### config.mk
export PLATFORM = sky130hd
export DESIGN_NAME = status_array_ctrl
export DESIGN_NICKNAME = d
export VERILOG_FILES = /design/src/rtl/status_array_ctrl.sv
export SDC_FILE = /design/constraint.sdc
export NUM_CORES = 1
export LEC_CHECK = 0
export CORE_MARGIN = 3
export CORE_UTILIZATION = 34
export DETAILED_ROUTE_END_ITERATION = 10
export PLACE_DENSITY = 0.77
export SLEW_MARGIN = 15
export SYNTH_ARGS = -nofsm -noshare
export SYNTH_HDL_FRONTEND = slang
export SYNTH_SLANG_ARGS = --single-unit
### constraint.sdc
create_clock -name clk -period 1.7 [get_ports clk]
set_clock_uncertainty 0.05 [all_clocks]
set_input_delay 0.17 -clock clk [delete_from_list [all_inputs] [get_ports clk]]
set_output_delay 0.17 -clock clk [all_outputs]
set_load 0.005 [all_outputs]
### src/rtl/status_array_ctrl.sv
// status_array_ctrl: sequencer/arbiter for the instruction-cache status array.
// After reset it zeroes every row, then shares the single array command port
// between refill updates (priority) and fetch lookups.
// Optional feature macro: STATUS_ARRAY_CTRL_FLUSH_EN (invalidate-all sweep in RUN).
module status_array_ctrl #(
  parameter int unsigned TAG_WIDTH  = 1,
  parameter int unsigned ADDR_WIDTH = 4,
  parameter int unsigned ROW_WIDTH  = 8,
  parameter int unsigned NUM_BLOCKS = 1
) (
  input  logic                  clk,
  input  logic                  arst_n,
  input  logic                  i_halt,
  input  logic                  i_lk_valid,
  input  logic [ADDR_WIDTH-1:0] i_lk_addr,
  input  logic [TAG_WIDTH-1:0]  i_lk_tag,
  output logic                  o_lk_ready,
  input  logic                  i_upd_valid,
  input  logic [ADDR_WIDTH-1:0] i_upd_addr,
  input  logic [ROW_WIDTH-1:0]  i_upd_data,
  input  logic [NUM_BLOCKS-1:0] i_upd_wmask,
  output logic                  o_upd_ready,
  input  logic                  i_flush,
  input  logic                  i_sa_ready,
  output logic                  o_sa_valid,
  output logic                  o_sa_wen,
  output logic [ADDR_WIDTH-1:0] o_sa_addr,
  output logic [ROW_WIDTH-1:0]  o_sa_data,
  output logic [NUM_BLOCKS-1:0] o_sa_wmask,
  output logic [TAG_WIDTH-1:0]  o_sa_tag,
  output logic                  o_init_done
);

  localparam logic [ADDR_WIDTH-1:0] LAST_ROW = {ADDR_WIDTH{1'b1}};

  typedef enum logic [1:0] {
    ST_RST   = 2'd0,
    ST_SWEEP = 2'd1,
    ST_RUN   = 2'd2
  } state_e;

  state_e                  state_q, state_d;
  logic [ADDR_WIDTH-1:0]   cnt_q, cnt_d;
  logic                    init_done_q, init_done_d;
  logic                    advance;
  logic                    flush_req;

  // The array only consumes a command when it is ready and we are not halted.
  assign advance = i_sa_ready & ~i_halt;

`ifdef STATUS_ARRAY_CTRL_FLUSH_EN
  assign flush_req = i_flush;
`else
  logic unused_flush;
  assign unused_flush = i_flush;
  assign flush_req    = 1'b0;
`endif

  // Next-state, sweep counter and init flag.
  always_comb begin
    state_d     = state_q;
    cnt_d       = cnt_q;
    init_done_d = init_done_q;
    unique case (state_q)
      ST_RST: begin
        state_d = ST_SWEEP;
        cnt_d   = '0;
      end
      ST_SWEEP: begin
        if (advance) begin
          if (cnt_q == LAST_ROW) begin
            state_d     = ST_RUN;
            cnt_d       = '0;
            init_done_d = 1'b1;
          end else begin
            cnt_d = cnt_q + ADDR_WIDTH'(1'b1);
          end
        end
      end
      ST_RUN: begin
        if (advance && flush_req) begin
          state_d     = ST_SWEEP;
          cnt_d       = '0;
          init_done_d = 1'b0;
        end
      end
      default: begin
        state_d     = ST_RST;
        cnt_d       = '0;
        init_done_d = 1'b0;
      end
    endcase
  end

  // State, counter and init flag registers.
  always_ff @(posedge clk or negedge arst_n) begin
    if (!arst_n) begin
      state_q     <= ST_RST;
      cnt_q       <= '0;
      init_done_q <= 1'b0;
    end else begin
      state_q     <= state_d;
      cnt_q       <= cnt_d;
      init_done_q <= init_done_d;
    end
  end

  assign o_init_done = init_done_q;

  // Array command and requester handshakes; update wins over lookup.
  always_comb begin
    o_sa_valid  = 1'b0;
    o_sa_wen    = 1'b0;
    o_sa_addr   = '0;
    o_sa_data   = '0;
    o_sa_wmask  = '0;
    o_sa_tag    = '0;
    o_upd_ready = 1'b0;
    o_lk_ready  = 1'b0;
    unique case (state_q)
      ST_SWEEP: begin
        o_sa_valid = 1'b1;
        o_sa_wen   = 1'b1;
        o_sa_addr  = cnt_q;
        o_sa_wmask = '1;
      end
      ST_RUN: begin
        o_upd_ready = advance;
        o_lk_ready  = advance & ~i_upd_valid;
        if (i_upd_valid) begin
          o_sa_valid = 1'b1;
          o_sa_wen   = 1'b1;
          o_sa_addr  = i_upd_addr;
          o_sa_data  = i_upd_data;
          o_sa_wmask = i_upd_wmask;
        end else if (i_lk_valid) begin
          o_sa_valid = 1'b1;
          o_sa_addr  = i_lk_addr;
          o_sa_tag   = i_lk_tag;
        end
      end
      default: begin
        o_sa_valid = 1'b0;
      end
    endcase
  end

endmodule

After elaboration in Yosys (flattened, before gate mapping)
Index checks and enable logic that the tools add are counted.
{ "op_classes": {"n_mul": 0, "magnitude_cmp": 0, "shift": 0, "reduce_logical": 5, "eq_ne": 5, "n_addsub": 1, "bitwise_logic": 6, "mux": 26, "div": 0} }
{ "ops": {"columns": ["op", "count"], "rows": [
  ["$mux W4", 4],
  ["$mux W8", 2],
  ["$pmux W4 S2", 2],
  ["$mux W1", 11],
  ["$pmux W1 S2", 4],
  ["$pmux W2 S3", 1],
  ["$reduce_and A3 Y1", 2],
  ["$add A4 B1 Y4 const B", 1],
  ["$eq A4 B4 Y1 const B", 1],
  ["$mux W2", 2],
  ["$ne A2 B2 Y1 const B", 2],
  ["$not A1 Y1", 4],
  ["$and A1 B1 Y1", 2],
  ["$eq A2 B1 Y1 const B", 1],
  ["$eq A2 B2 Y1 const B", 1],
  ["$logic_not A2 Y1", 1],
  ["$reduce_and A2 Y1", 1],
  ["$reduce_or A2 Y1", 1]
]} }
{ "totals": {"inputBits": 25, "wordCells": 46, "mem_bits_ro": 0, "register_bits": 7, "ramBits": 0, "latch_bits": 0, "mem_count": 0} }

Longest topological paths before layout
Gate-level depths: netlist of run 1.
{ "logic_depth": {"ltp_word": 4, "mapped_depth": 6, "ltp_nobuf": 6} }

Least setup slack after synthesis of run 1
OpenSTA, ideal clock, no wires.
{ "synth_timing": {"kind": "register -> register", "start": "register state_q[1]", "end": "register state_q[0]", "slack_ns": 0.126, "synth_period_minus_slack_ns": 1.574, "path_buffers": 0, "t_arrival_ns": 1.399, "setup_ns": 0.125, "t_required_ns": 1.525, "stages_incl_launch_ff": 7, "path_cell_list": "dfrtp_1 -> inv_1 -> ha_1 -> inv_1 -> a31oi_1 -> nor2_1 -> mux2_2"} }
{ "synth_between": {"elab_chain_len": 3, "word_cells_on_any_way": 8, "classes_between": "eq/ne: 4; mux: 1; bitwise: 1; reduce/logical: 2"} }
{ "synth_lines": {"columns": ["item", "line", "source"], "rows": [
  ["start, declared", "42", "state_e state_q, state_d;"],
  ["start signal, assigned", "102", "state_q <= state_d;"],
  ["$eq A2 B1 Y1 / $eq A2 B2 Y1 (equally long branches)", "64", "unique case (state_q)"],
  ["$ne A2 B2 Y1 (no line) / $not A1 Y1 (equally long branches)", null, null],
  ["$reduce_and A3 Y1 (no line)", null, null]
]} }
Several ways; a longest one is shown, not always the timed one.
A chain may end at the register's enable or synchronous reset.

Final worst setup path of run 1
{ "layout_timing": {"start": "register state_q[0]", "end": "output o_sa_addr[0]"} }
{ "layout_between": {"elab_chain_len": 2, "word_cells_on_any_way": 3, "classes_between": "eq/ne: 2; mux: 1"} }
{ "layout_lines": {"columns": ["item", "line", "source"], "rows": [
  ["$eq A2 B2 Y1 / $eq A2 B1 Y1 (equally long branches)", "120", "unique case (state_q)"],
  ["$pmux W4 S2 (*)", "120", null],
  ["end, declared", "27", "output logic [ADDR_WIDTH-1:0] o_sa_addr,"]
]} }
Mark *: on every way between the ends. The rest lies on a longest branch, timed or not.

==> results.sh, run 1 <==
export IMPL_run_status="complete, but fails checks"
export IMPL_violated_checks="negative setup slack"
export IMPL_design_die_area_um2=2370
export IMPL_antenna_found_initial=0
export IMPL_worstPathRequired_ns=1.48
export IMPL_r2r_start="state_q[1]"
export IMPL_power_ir_vdd_worst_mv=1.378
export IMPL_dpl_cell_area_um2=1179
export IMPL_mappedNetlistNets=101
export IMPL_cellLeakagePower_nw=0.6699
export IMPL_buffer_ports_inserted=42
export IMPL_crit_path_end_kind="primary output"
export IMPL_global_route_usage_total=0.2175
export IMPL_timing_final_hold_violations=0
export IMPL_first_global_vias=780
export IMPL_antenna_left=0
export IMPL_clock_tree_htree_level_count=1
export IMPL_clkSlewWorstSetupHoldPaths_ns=0.06
export IMPL_synth_yosys_seq_area_share=0.2828
export IMPL_final_instance_count_excl_fill=163
export IMPL_starting_density_of_the_core=0.3843
export IMPL_placedCellCount=149
export IMPL_synth_top_family_by_area="simple AND/OR/NAND/NOR gates"
export IMPL_simple_logic_cell_fraction_of_the_synthesized_area=0.3010
export IMPL_synth_compound_area_share=0.2283
export IMPL_rows=14
export IMPL_multiInputGateArea_um2=538.0
export IMPL_regToRegEndpoint="cnt_q[3]"
export IMPL_num_io_pins=44
export IMPL_max_freq_mhz=539.7
export IMPL_num_antenna_cells=0
export IMPL_worst_r2r_cell_count=7
export IMPL_worst_hold_path_type="input port to async pin"
export IMPL_post_route_cells_drive_above_1_share=0.4317
export IMPL_slew_headroom=0.7666
export IMPL_yosysUniqueCellTypes=27
export IMPL_hold_buffers=0
export IMPL_path_class="register to primary output"
export IMPL_cpLargestDelayFamily="buffers and inverters"
export IMPL_setup_worst_path_start_class="register"
export IMPL_die_height_um=48.68
export IMPL_totalPowerFinal_mw=2.180
export IMPL_num_nets_final=171
export IMPL_area_growth_synth_to_final_pct=122.8
export IMPL_avgSynthCellArea_um2=8.848
export IMPL_timing_critical_path_from="state_q[0]"
export IMPL_crit_path_cell_trace="buf_4, ha_4, buf_6, a222oi_1, nor2b_1, buf_2"
export IMPL_fin_setup_tns_ns=-0.8129
export IMPL_layout_commonest_cell="sky130_fd_sc_hd__clkdlybuf4s50_1"
export IMPL_routed_wirelength_um=2921
export IMPL_cts_tree="done"
export IMPL_fin_util=0.8564
export IMPL_synth_ff_latch_count=7
export IMPL_dr_first_iter_drc_count=51
export IMPL_cp_max_fo=4
export IMPL_pins_over_slew_limit=0
export IMPL_power_dens_cells_nw_per_um2=1580
export IMPL_via_count=882
export IMPL_grt_pass1_wl_um=4119
export IMPL_post_drt_via_cell_ratio=5.411
export IMPL_worst_r2r_setup_slack_ns=-0.06
export IMPL_first_drt_pass_iteration_count=5
export IMPL_worstSetupPathDepth=6
export IMPL_maxCapViolCount=0
export IMPL_finish_instance_area_um2=1380
export IMPL_hpwlAfterDp_um=1729
export IMPL_rsz0062_at_grt="yes"
export IMPL_overflow=0
export IMPL_fp_dieW_um=48.68
export IMPL_critical_path_n_buffers_inverters=3
export IMPL_floorplan_core_area_um2=1612
export IMPL_yosys_warnings=0
export IMPL_clk_latency_ns=0.26
export IMPL_timing_final_ws_setup_ns=-0.1529
export IMPL_cts_sink_count=7
export IMPL_mux_contribution_to_synthesized_area=0.01818
export IMPL_synthesis_instances=70
export IMPL_routedWlPerCell_um=17.92
export IMPL_max_slew_worst_pin_slew_ns=0.3489
export IMPL_cts_buffers=3
export IMPL_post_route_period_util=1.090
export IMPL_drc=0
export IMPL_ctsRootBufferMaster="sky130_fd_sc_hd__clkbuf_4"
export IMPL_timing_critical_path_slowest_cell_delay_ns=0.39
export IMPL_critPathCapture="o_sa_addr[0]"
export IMPL_xor_xnor_fraction_of_synth_area=0
export IMPL_synth_cell_area_um2=619.3
export IMPL_layout_common_cells="sky130_fd_sc_hd__clkdlybuf4s50_1 (24), sky130_fd_sc_hd__buf_4 (21), sky130_fd_sc_hd__and3_1 (8), sky130_fd_sc_hd__dlygate4sd2_1 (8)"
export IMPL_post_route_min_period_ns=1.853
export IMPL_routabilityCongestion=0.7709
export IMPL_synthAdderAreaFrac=0.1212
export IMPL_grt_start_max_net_pins=10
export IMPL_final_fill_count=105
export IMPL_critPathSlowestCell="sky130_fd_sc_hd__dfrtp_1"
export IMPL_setup_viol=8
export IMPL_timing_critical_path_arrival_ns=1.63
export IMPL_area_taken_by_flip_flops_and_latches_um2=175.2
export IMPL_cts_path_max_buffers=2
[power breakdown]
group / switching (mW) / total (mW) / internal [mW]
Clock: 0.0720 / 0.162 / 0.0903
Combinational: 0.728 / 1.72 / 0.994
Sequential: 0.0704 / 0.296 / 0.226
[Yosys cell counts]
cell,n,share of area
sky130_fd_sc_hd__a21oi_1,3,0.024
sky130_fd_sc_hd__o32a_1,1,0.016
sky130_fd_sc_hd__o21a_1,2,0.024
sky130_fd_sc_hd__o31ai_1,1,0.012
sky130_fd_sc_hd__and3_1,8,0.081
sky130_fd_sc_hd__a21o_2,1,0.014
sky130_fd_sc_hd__nor4_1,1,0.010
sky130_fd_sc_hd__inv_1,5,0.030
sky130_fd_sc_hd__o22a_1,1,0.014
sky130_fd_sc_hd__nand2_1,3,0.018
sky130_fd_sc_hd__nand2b_4,1,0.022
sky130_fd_sc_hd__o21ai_0,3,0.024
sky130_fd_sc_hd__nor3_1,1,0.0081
sky130_fd_sc_hd__nor2b_1,7,0.071
sky130_fd_sc_hd__nor3b_1,2,0.024
sky130_fd_sc_hd__clkbuf_1,3,0.018
sky130_fd_sc_hd__a31oi_1,1,0.010
sky130_fd_sc_hd__nor2_1,2,0.012
sky130_fd_sc_hd__dfrtp_1,7,0.28
sky130_fd_sc_hd__a222oi_1,4,0.065
sky130_fd_sc_hd__or4_1,1,0.012
sky130_fd_sc_hd__ha_1,6,0.12
sky130_fd_sc_hd__and2_1,2,0.020
sky130_fd_sc_hd__and3b_1,1,0.014
sky130_fd_sc_hd__mux2_2,1,0.018
sky130_fd_sc_hd__a21o_4,1,0.024
sky130_fd_sc_hd__nand3_1,1,0.0081
[per-stage QoR]
step / hold WS [ns] / worst slack [ns]
floorplan: -0.1756 / 0.1264
global placement: 0.4040 / -0.2829
detailed placement: 0.4062 / -0.3504
CTS: 0.1334 / -0.1692
global route: 0.1362 / -0.2851
finish: 0.1298 / -0.1529
[per-layer routing]
metal,GRT usage,routed length (um),up-vias,share of wire
li1,-,-,404,-
met1,0.3039,1253,423,0.43
met2,0.3575,1395,51,0.48
met3,0.02761,225,4,0.077
met4,0.04265,46,0,0.016
met5,0,0,-,0
[sequential cells by signal, summed over array words and instances, names as in the netlist]
signal	count
cnt_q	4
o_init_done	1
state_q	2
[final cells by class]
cell class	instances	share of cell area
tap	24	0.02176
clock buffer	4	0.01904
multi-input combinational	55	0.3898
sequential	7	0.1269
timing repair buffer	68	0.4234
inverter	5	0.01904
[worst min path at each step]
stage          slack, ns    endpoint  cells after the start
2_1_floorplan      -0.18    cnt_q[0]                      0
3_3_place_gp        0.40    cnt_q[0]                      1
3_5_place_dp        0.41    cnt_q[0]                      1
4_1_cts             0.13  state_q[1]                      1
5_1_grt             0.14    cnt_q[1]                      1
6_report            0.13    cnt_q[0]                      1
[logic make-up (layout without fill, tap and decap cells)]
group	after synthesis	in the layout
compound gates	18	18
fa+ha+maj	6	6
buf+inv	8	77
flops	7	7
mux	1	1
simple gates	30	30
[timing repair]
action	4_1_cts	5_1_grt
gates cloned	0	0
endpoints found under the setup margin	23	16
resized for setup	61	19
setup buffers	7	4
pin swaps	9	8
No activity file was read; power rests on OpenSTA's default activity.
==> run 2, diff against run 1 <==
Settings changed: ABC_AREA from default to 1, CORE_UTILIZATION 34 to 35, PLACE_DENSITY 0.77 to 0.76.
==> run 2 against run 1 <==
The run still ends with negative setup slack left. First-iteration DRC count decreased by 90%. Critical endpoint is now o_sa_addr[1]. Non-clock buffer count decreased by 8. Highest routed layer unchanged. Register-to-register slack improved by 0.21 ns. Critical path type unchanged. Die area increased by 6.1%.
==> results.sh, run 2 <==
export IMPL_run_status="complete, but fails checks"
export IMPL_violated_checks="negative setup slack"
export IMPL_finish_instance_area_um2=1349
export IMPL_cpLargestDelayFamily="buffers and inverters"
export IMPL_mappedNetlistNets=138
export IMPL_crit_path_end_kind="primary output"
export IMPL_fin_setup_tns_ns=-0.1534
export IMPL_rows=15
export IMPL_routed_wirelength_um=2291
export IMPL_num_nets_final=203
export IMPL_synth_top_area_share=0.2569
export IMPL_drc=0
export IMPL_timing_final_hold_violations=0
export IMPL_starting_density_of_the_core=0.3825
export IMPL_yosysUniqueCellTypes=19
export IMPL_power_ir_vdd_worst_mv=0.4021
export IMPL_totalPowerFinal_mw=0.4569
export IMPL_critPathSlowestCell="sky130_fd_sc_hd__dfrtp_1"
export IMPL_area_growth_synth_to_final_pct=97.80
export IMPL_setup_viol=3
export IMPL_synth_commonest_cells="sky130_fd_sc_hd__nand2_1 (28), sky130_fd_sc_hd__inv_1 (19), sky130_fd_sc_hd__nor2_1 (15)"
export IMPL_maxCapViolCount=0
export IMPL_post_route_min_period_ns=1.772
export IMPL_cellLeakagePower_nw=0.6740
export IMPL_clkSlewWorstSetupHoldPaths_ns=0.05
export IMPL_first_drt_pass_iteration_count=4
export IMPL_hpwlAfterDp_um=1766
export IMPL_synth_cell_area_um2=681.9
export IMPL_path_class="register to primary output"
export IMPL_ctsRootBufferMaster="sky130_fd_sc_hd__clkbuf_4"
export IMPL_cp_max_fo=3
export IMPL_post_synth_main_area_contributors="sky130_fd_sc_hd__dfrtp_1 (26%), sky130_fd_sc_hd__nand2_1 (15%), sky130_fd_sc_hd__ha_1 (11%)"
export IMPL_dpl_cell_area_um2=1224
export IMPL_critical_path_n_buffers_inverters=4
export IMPL_via_count=897
export IMPL_path_common_cell="sky130_fd_sc_hd__buf_6"
export IMPL_timing_critical_path_slowest_cell_delay_ns=0.37
export IMPL_setup_worst_path_start_class="register"
export IMPL_die_height_um=50.14
export IMPL_clk_latency_ns=0.24
export IMPL_post_route_period_util=1.042
export IMPL_max_flop_register="cnt_q"
export IMPL_buffer_ports_inserted=42
export IMPL_synthesis_instances=107
export IMPL_rsz0062_at_grt="yes"
export IMPL_num_antenna_cells=0
export IMPL_power_dens_cells_nw_per_um2=338.7
export IMPL_dr_first_iter_drc_count=5
export IMPL_pins_over_slew_limit=0
export IMPL_synth_most_common_cell="sky130_fd_sc_hd__nand2_1"
export IMPL_post_drt_via_cell_ratio=4.577
export IMPL_global_route_usage_total=0.1825
export IMPL_routabilityCongestion=0.9017
export IMPL_worstPathRequired_ns=1.48
export IMPL_synth_top_area_cell="sky130_fd_sc_hd__dfrtp_1"
export IMPL_first_global_vias=865
export IMPL_design_die_area_um2=2514
export IMPL_cts_tree="done"
export IMPL_gr_usage_met2=0.3174
export IMPL_grt_use_met1=0.2022
export IMPL_worst_hold_path_type="input port to async pin"
export IMPL_floorplan_core_area_um2=1783
export IMPL_yosys_most_used_dff="sky130_fd_sc_hd__dfrtp_1"
export IMPL_slew_headroom=0.7893
export IMPL_grt_start_max_net_pins=9
export IMPL_timing_critical_path_arrival_ns=1.55
export IMPL_cts_buffers=3
export IMPL_synth_yosys_seq_area_share=0.2569
export IMPL_max_freq_mhz=564.3
export IMPL_timing_final_ws_setup_ns=-0.07202
export IMPL_cts_path_max_buffers=2
export IMPL_clock_tree_htree_level_count=1
export IMPL_synth_ff_latch_count=7
export IMPL_post_route_cells_drive_above_1_share=0.3450
export IMPL_synth_async_reset_ratio=1.000
export IMPL_max_slew_worst_pin_slew_ns=0.3151
export IMPL_gr_usage_met3=0.04748
export IMPL_layout_commonest_cell="sky130_fd_sc_hd__nand2_1"
export IMPL_antenna_left=0
export IMPL_num_io_pins=44
export IMPL_layout_common_cells="sky130_fd_sc_hd__nand2_1 (26), sky130_fd_sc_hd__clkdlybuf4s50_1 (24), sky130_fd_sc_hd__inv_1 (15)"
export IMPL_overflow=0
export IMPL_crit_path_cell_trace="buf_6, ha_4, buf_6, nand2_4, nor2_4, buf_6, nand2_2, a31oi_1, buf_2"
export IMPL_place_ws_ns=-0.1823
export IMPL_cts_sink_count=7
export IMPL_routedWlPerCell_um=11.69
export IMPL_global_route_peak_usage_layer="met2"
export IMPL_grt_pass1_wl_um=3594
export IMPL_antenna_found_initial=0
export IMPL_avgSynthCellArea_um2=6.373
export IMPL_largest_register_ffs=4
export IMPL_fp_dieW_um=50.14
export IMPL_yosys_warnings=0
export IMPL_number_of_synthesized_flops_with_an_enable_pin=0
[run 2: worst paths after layout]
check / from / endpoint / slack (ns) / depth (start not counted)
setup / recovery: state_q[1] / o_sa_addr[1] / -0.07 / 9
hold / removal: arst_n / o_init_done / 0.13 / 1
setup reg to reg: state_q[1] / cnt_q[2] / 0.15 / 8
hold reg to reg: o_init_done / o_init_done / 0.46 / 2
max in group asynchronous: arst_n / cnt_q[3] / 1.23 / 1
min in group clk: o_init_done / o_init_done / 0.46 / 2
[run 2: stage by stage]
stage	util	instances	hold WS, ns
2_1_floorplan	-	107	-0.1756
3_3_place_gp	0.6863	186	0.3987
3_5_place_dp	0.6863	186	0.4034
4_1_cts	0.7263	193	0.1380
5_1_grt	0.7565	196	0.1362
6_report	0.7565	196	0.1338
[run 2: kinds of logic after synthesis]
logic type	count (synthesis)	synth area share
AOI/OAI and AO/OA	12	0.1064
adders and majority gates	6	0.1101
buffers and inverters	23	0.1266
DFF	7	0.2569
and+or+nand+nor	59	0.4000
[run 2: routing by layer]
layer,vias up,part of all wire
li1,457,-
met1,400,0.39
met4,0,0.0083
met3,4,0.086
met2,36,0.52
met5,-,0
[run 2: power breakdown]
group	switching, mW	internal [mW]	leakage, nW
sequential	0	0.167	0.0822
clock	0.0548	0.0891	0.0150
combinational	0.0543	0.0917	0.577
total	0.109	0.348	0.674
[run 2: area by class of cell]
class	count	area (um2)
Timing Repair Buffer	60	531.8
Inverter	23	88.84
Tap cell	25	31.28
Fill cell	148	434.2
Sequential cell	7	175.2
Clock buffer	4	26.28
Multi-Input combinational cell	77	495.5
[run 2: timing repair]
| action | CTS | global route |
|---|---|---|
| setup buffers | 3 | 3 |
| setup endpoints to repair | 18 | 15 |
| resized for setup | 53 | 21 |
| hold buffers | 0 | 0 |
| pin swaps | 2 | 6 |
==> run 3, diff against run 2 <==
Settings changed: MAX_ROUTING_LAYER from default to met4.
==> run 3 against run 2 <==
The run still ends with negative setup slack left. Via count did not move. Flip-flop and latch count did not move. Combinational power barely moved. Critical path depth did not move. Clock power barely moved. Global-route usage rose by 0.49 points. Count of clock-buffer cells in the layout did not move. Non-clock buffer count did not move. Critical endpoint unchanged. Highest routed layer unchanged.
==> results.sh, run 3 (synthesis results as in run 2) <==
export IMPL_maxCapViolCount=0
export IMPL_cts_buffers=3
export IMPL_num_io_pins=44
export IMPL_power_dens_cells_nw_per_um2=338.7
export IMPL_path_common_cell="sky130_fd_sc_hd__buf_6"
export IMPL_pins_over_slew_limit=0
export IMPL_max_freq_mhz=564.3
export IMPL_overflow=0
export IMPL_worstPathRequired_ns=1.48
export IMPL_finish_instance_area_um2=1349
export IMPL_cp_max_fo=3
export IMPL_dr_first_iter_drc_count=5
export IMPL_antenna_left=0
export IMPL_global_route_usage_total=0.1874
export IMPL_p_int_mw=0.3478
export IMPL_first_global_vias=865
export IMPL_cts_sink_count=7
export IMPL_timing_final_ws_setup_ns=-0.07202
export IMPL_place_ws_ns=-0.1823
export IMPL_sequential_share_of_power=0.366
export IMPL_antenna_found_initial=0
export IMPL_slew_headroom=0.7893
export IMPL_switching_share=0.2387
export IMPL_clock_tree_htree_level_count=1
export IMPL_clk_latency_ns=0.24
export IMPL_rsz0062_at_grt="yes"
export IMPL_max_flop_register="cnt_q"
export IMPL_max_slew_worst_pin_slew_ns=0.3151
export IMPL_dpl_cell_area_um2=1224
export IMPL_path_class="register to primary output"
export IMPL_timing_final_hold_violations=0
export IMPL_timing_critical_path_slowest_cell_delay_ns=0.37
export IMPL_combinationalPowerShare=0.319
export IMPL_clkSlewWorstSetupHoldPaths_ns=0.05
export IMPL_cellLeakagePower_nw=0.6740
export IMPL_num_antenna_cells=0
export IMPL_worst_hold_path_type="input port to async pin"
export IMPL_hpwlAfterDp_um=1766
export IMPL_grt_start_max_net_pins=9
export IMPL_post_route_period_util=1.042
export IMPL_rows=15
export IMPL_run_status="complete, but fails checks"
export IMPL_violated_checks="negative setup slack"
export IMPL_design_die_area_um2=2514
export IMPL_setup_viol=3
export IMPL_critical_path_n_buffers_inverters=4
export IMPL_share_clk_of_total_power=0.315
export IMPL_setup_worst_path_start_class="register"
export IMPL_post_route_cells_drive_above_1_share=0.3450
export IMPL_buffer_ports_inserted=42
export IMPL_hold_buffers=0
export IMPL_crit_path_cell_trace="buf_6, ha_4, buf_6, nand2_4, nor2_4, buf_6, nand2_2, a31oi_1, buf_2"
export IMPL_cpLargestDelayFamily="buffers and inverters"
export IMPL_largest_register_ffs=4
export IMPL_routedWlPerCell_um=11.69
export IMPL_num_nets_final=203
export IMPL_post_drt_via_cell_ratio=4.577
export IMPL_cts_path_max_buffers=2
export IMPL_critPathSlowestCell="sky130_fd_sc_hd__dfrtp_1"
export IMPL_ctsRootBufferMaster="sky130_fd_sc_hd__clkbuf_4"
export IMPL_post_route_min_period_ns=1.772
export IMPL_drc=0
export IMPL_power_switching_mw=0.1090
export IMPL_routabilityCongestion=0.9171
export IMPL_layout_commonest_cell="sky130_fd_sc_hd__nand2_1"
export IMPL_area_growth_synth_to_final_pct=97.80
export IMPL_via_count=897
export IMPL_grt_pass1_wl_um=3594
export IMPL_fp_dieW_um=50.14
export IMPL_die_height_um=50.14
export IMPL_starting_density_of_the_core=0.3825
export IMPL_first_drt_pass_iteration_count=4
export IMPL_routed_wirelength_um=2291
export IMPL_cts_tree="done"
export IMPL_power_ir_vdd_worst_mv=0.4021
export IMPL_crit_path_end_kind="primary output"
export IMPL_totalPowerFinal_mw=0.4569
export IMPL_layout_common_cells="sky130_fd_sc_hd__nand2_1 (26), sky130_fd_sc_hd__clkdlybuf4s50_1 (24), sky130_fd_sc_hd__inv_1 (15)"
export IMPL_timing_critical_path_arrival_ns=1.55
export IMPL_floorplan_core_area_um2=1783
-- run 3: cell counts in the layout (fill, tap and decap cells not counted) --
No cell type changed its count.
-- run 3: final cells by class --
cell class              count  area [um2]
repair buffers             60       531.8
multi-input cells          77       495.5
fillers                   148       434.2
flip-flops and latches      7       175.2
inverters                  23       88.84
well taps                  25       31.28
clock buffers               4       26.28
-- run 3: stage by stage --
step	instances	setup TNS, ns	hold WS (ns)	util
after CTS	193	-0.2247	0.1380	0.7263
after global placement	186	-1.444	0.3987	0.6863
after detailed placement	186	-1.502	0.4034	0.6863
after global routing	196	-0.6554	0.1362	0.7565
after floorplan	107	0	-0.1756	-
final	196	-0.1534	0.1338	0.7565
-- run 3: power groups by stage --
| stage | sequential [mW] | combinational [mW] | clock, mW |
|---|---|---|---|
| 2_1_floorplan | 0.170 | 0.0381 | 0 |
| 3_3_place_gp | 0.170 | 0.150 | 0 |
| 3_5_place_dp | 0.170 | 0.152 | 0 |
| 4_1_cts | 0.167 | 0.135 | 0.151 |
| 5_1_grt | 0.167 | 0.158 | 0.160 |
| 6_report | 0.167 | 0.146 | 0.144 |
-- run 3: what timing repair did --
action / in CTS / in global routing
gates resized for setup: 53 / 21
endpoints found under the setup margin: 18 / 15
pin swaps: 2 / 6
buffers inserted: 3 / 3
endpoints found under the hold margin: 0 / 0
-- run 3: worst reg2reg max path: stages (launching register included) --
cell	delay, ns
sky130_fd_sc_hd__dfrtp_1	0.37
sky130_fd_sc_hd__buf_4	0.13
sky130_fd_sc_hd__inv_4	0.04
sky130_fd_sc_hd__buf_4	0.13
sky130_fd_sc_hd__ha_2	0.17
sky130_fd_sc_hd__buf_4	0.15
sky130_fd_sc_hd__a21oi_2	0.22
sky130_fd_sc_hd__nand2_1	0.10
sky130_fd_sc_hd__a21oi_2	0.12
-- run 3: worst paths after layout --
check                                to  slack (ns)        start  cells after the start
min in group clk            o_init_done        0.46  o_init_done                      2
hold / removal              o_init_done        0.13       arst_n                      1
hold reg to reg             o_init_done        0.46  o_init_done                      2
max in group asynchronous      cnt_q[3]        1.23       arst_n                      1
setup reg to reg               cnt_q[2]        0.15   state_q[1]                      8
setup / recovery           o_sa_addr[1]       -0.07   state_q[1]                      9
-- run 3: layer usage --
layer,global-route usage,up-vias,share of wire
met2,0.3174,36,0.52
met4,0.09217,0,0.0083
met5,-,-,0
li1,-,457,-
met3,0.04451,4,0.083
met1,0.2040,400,0.39
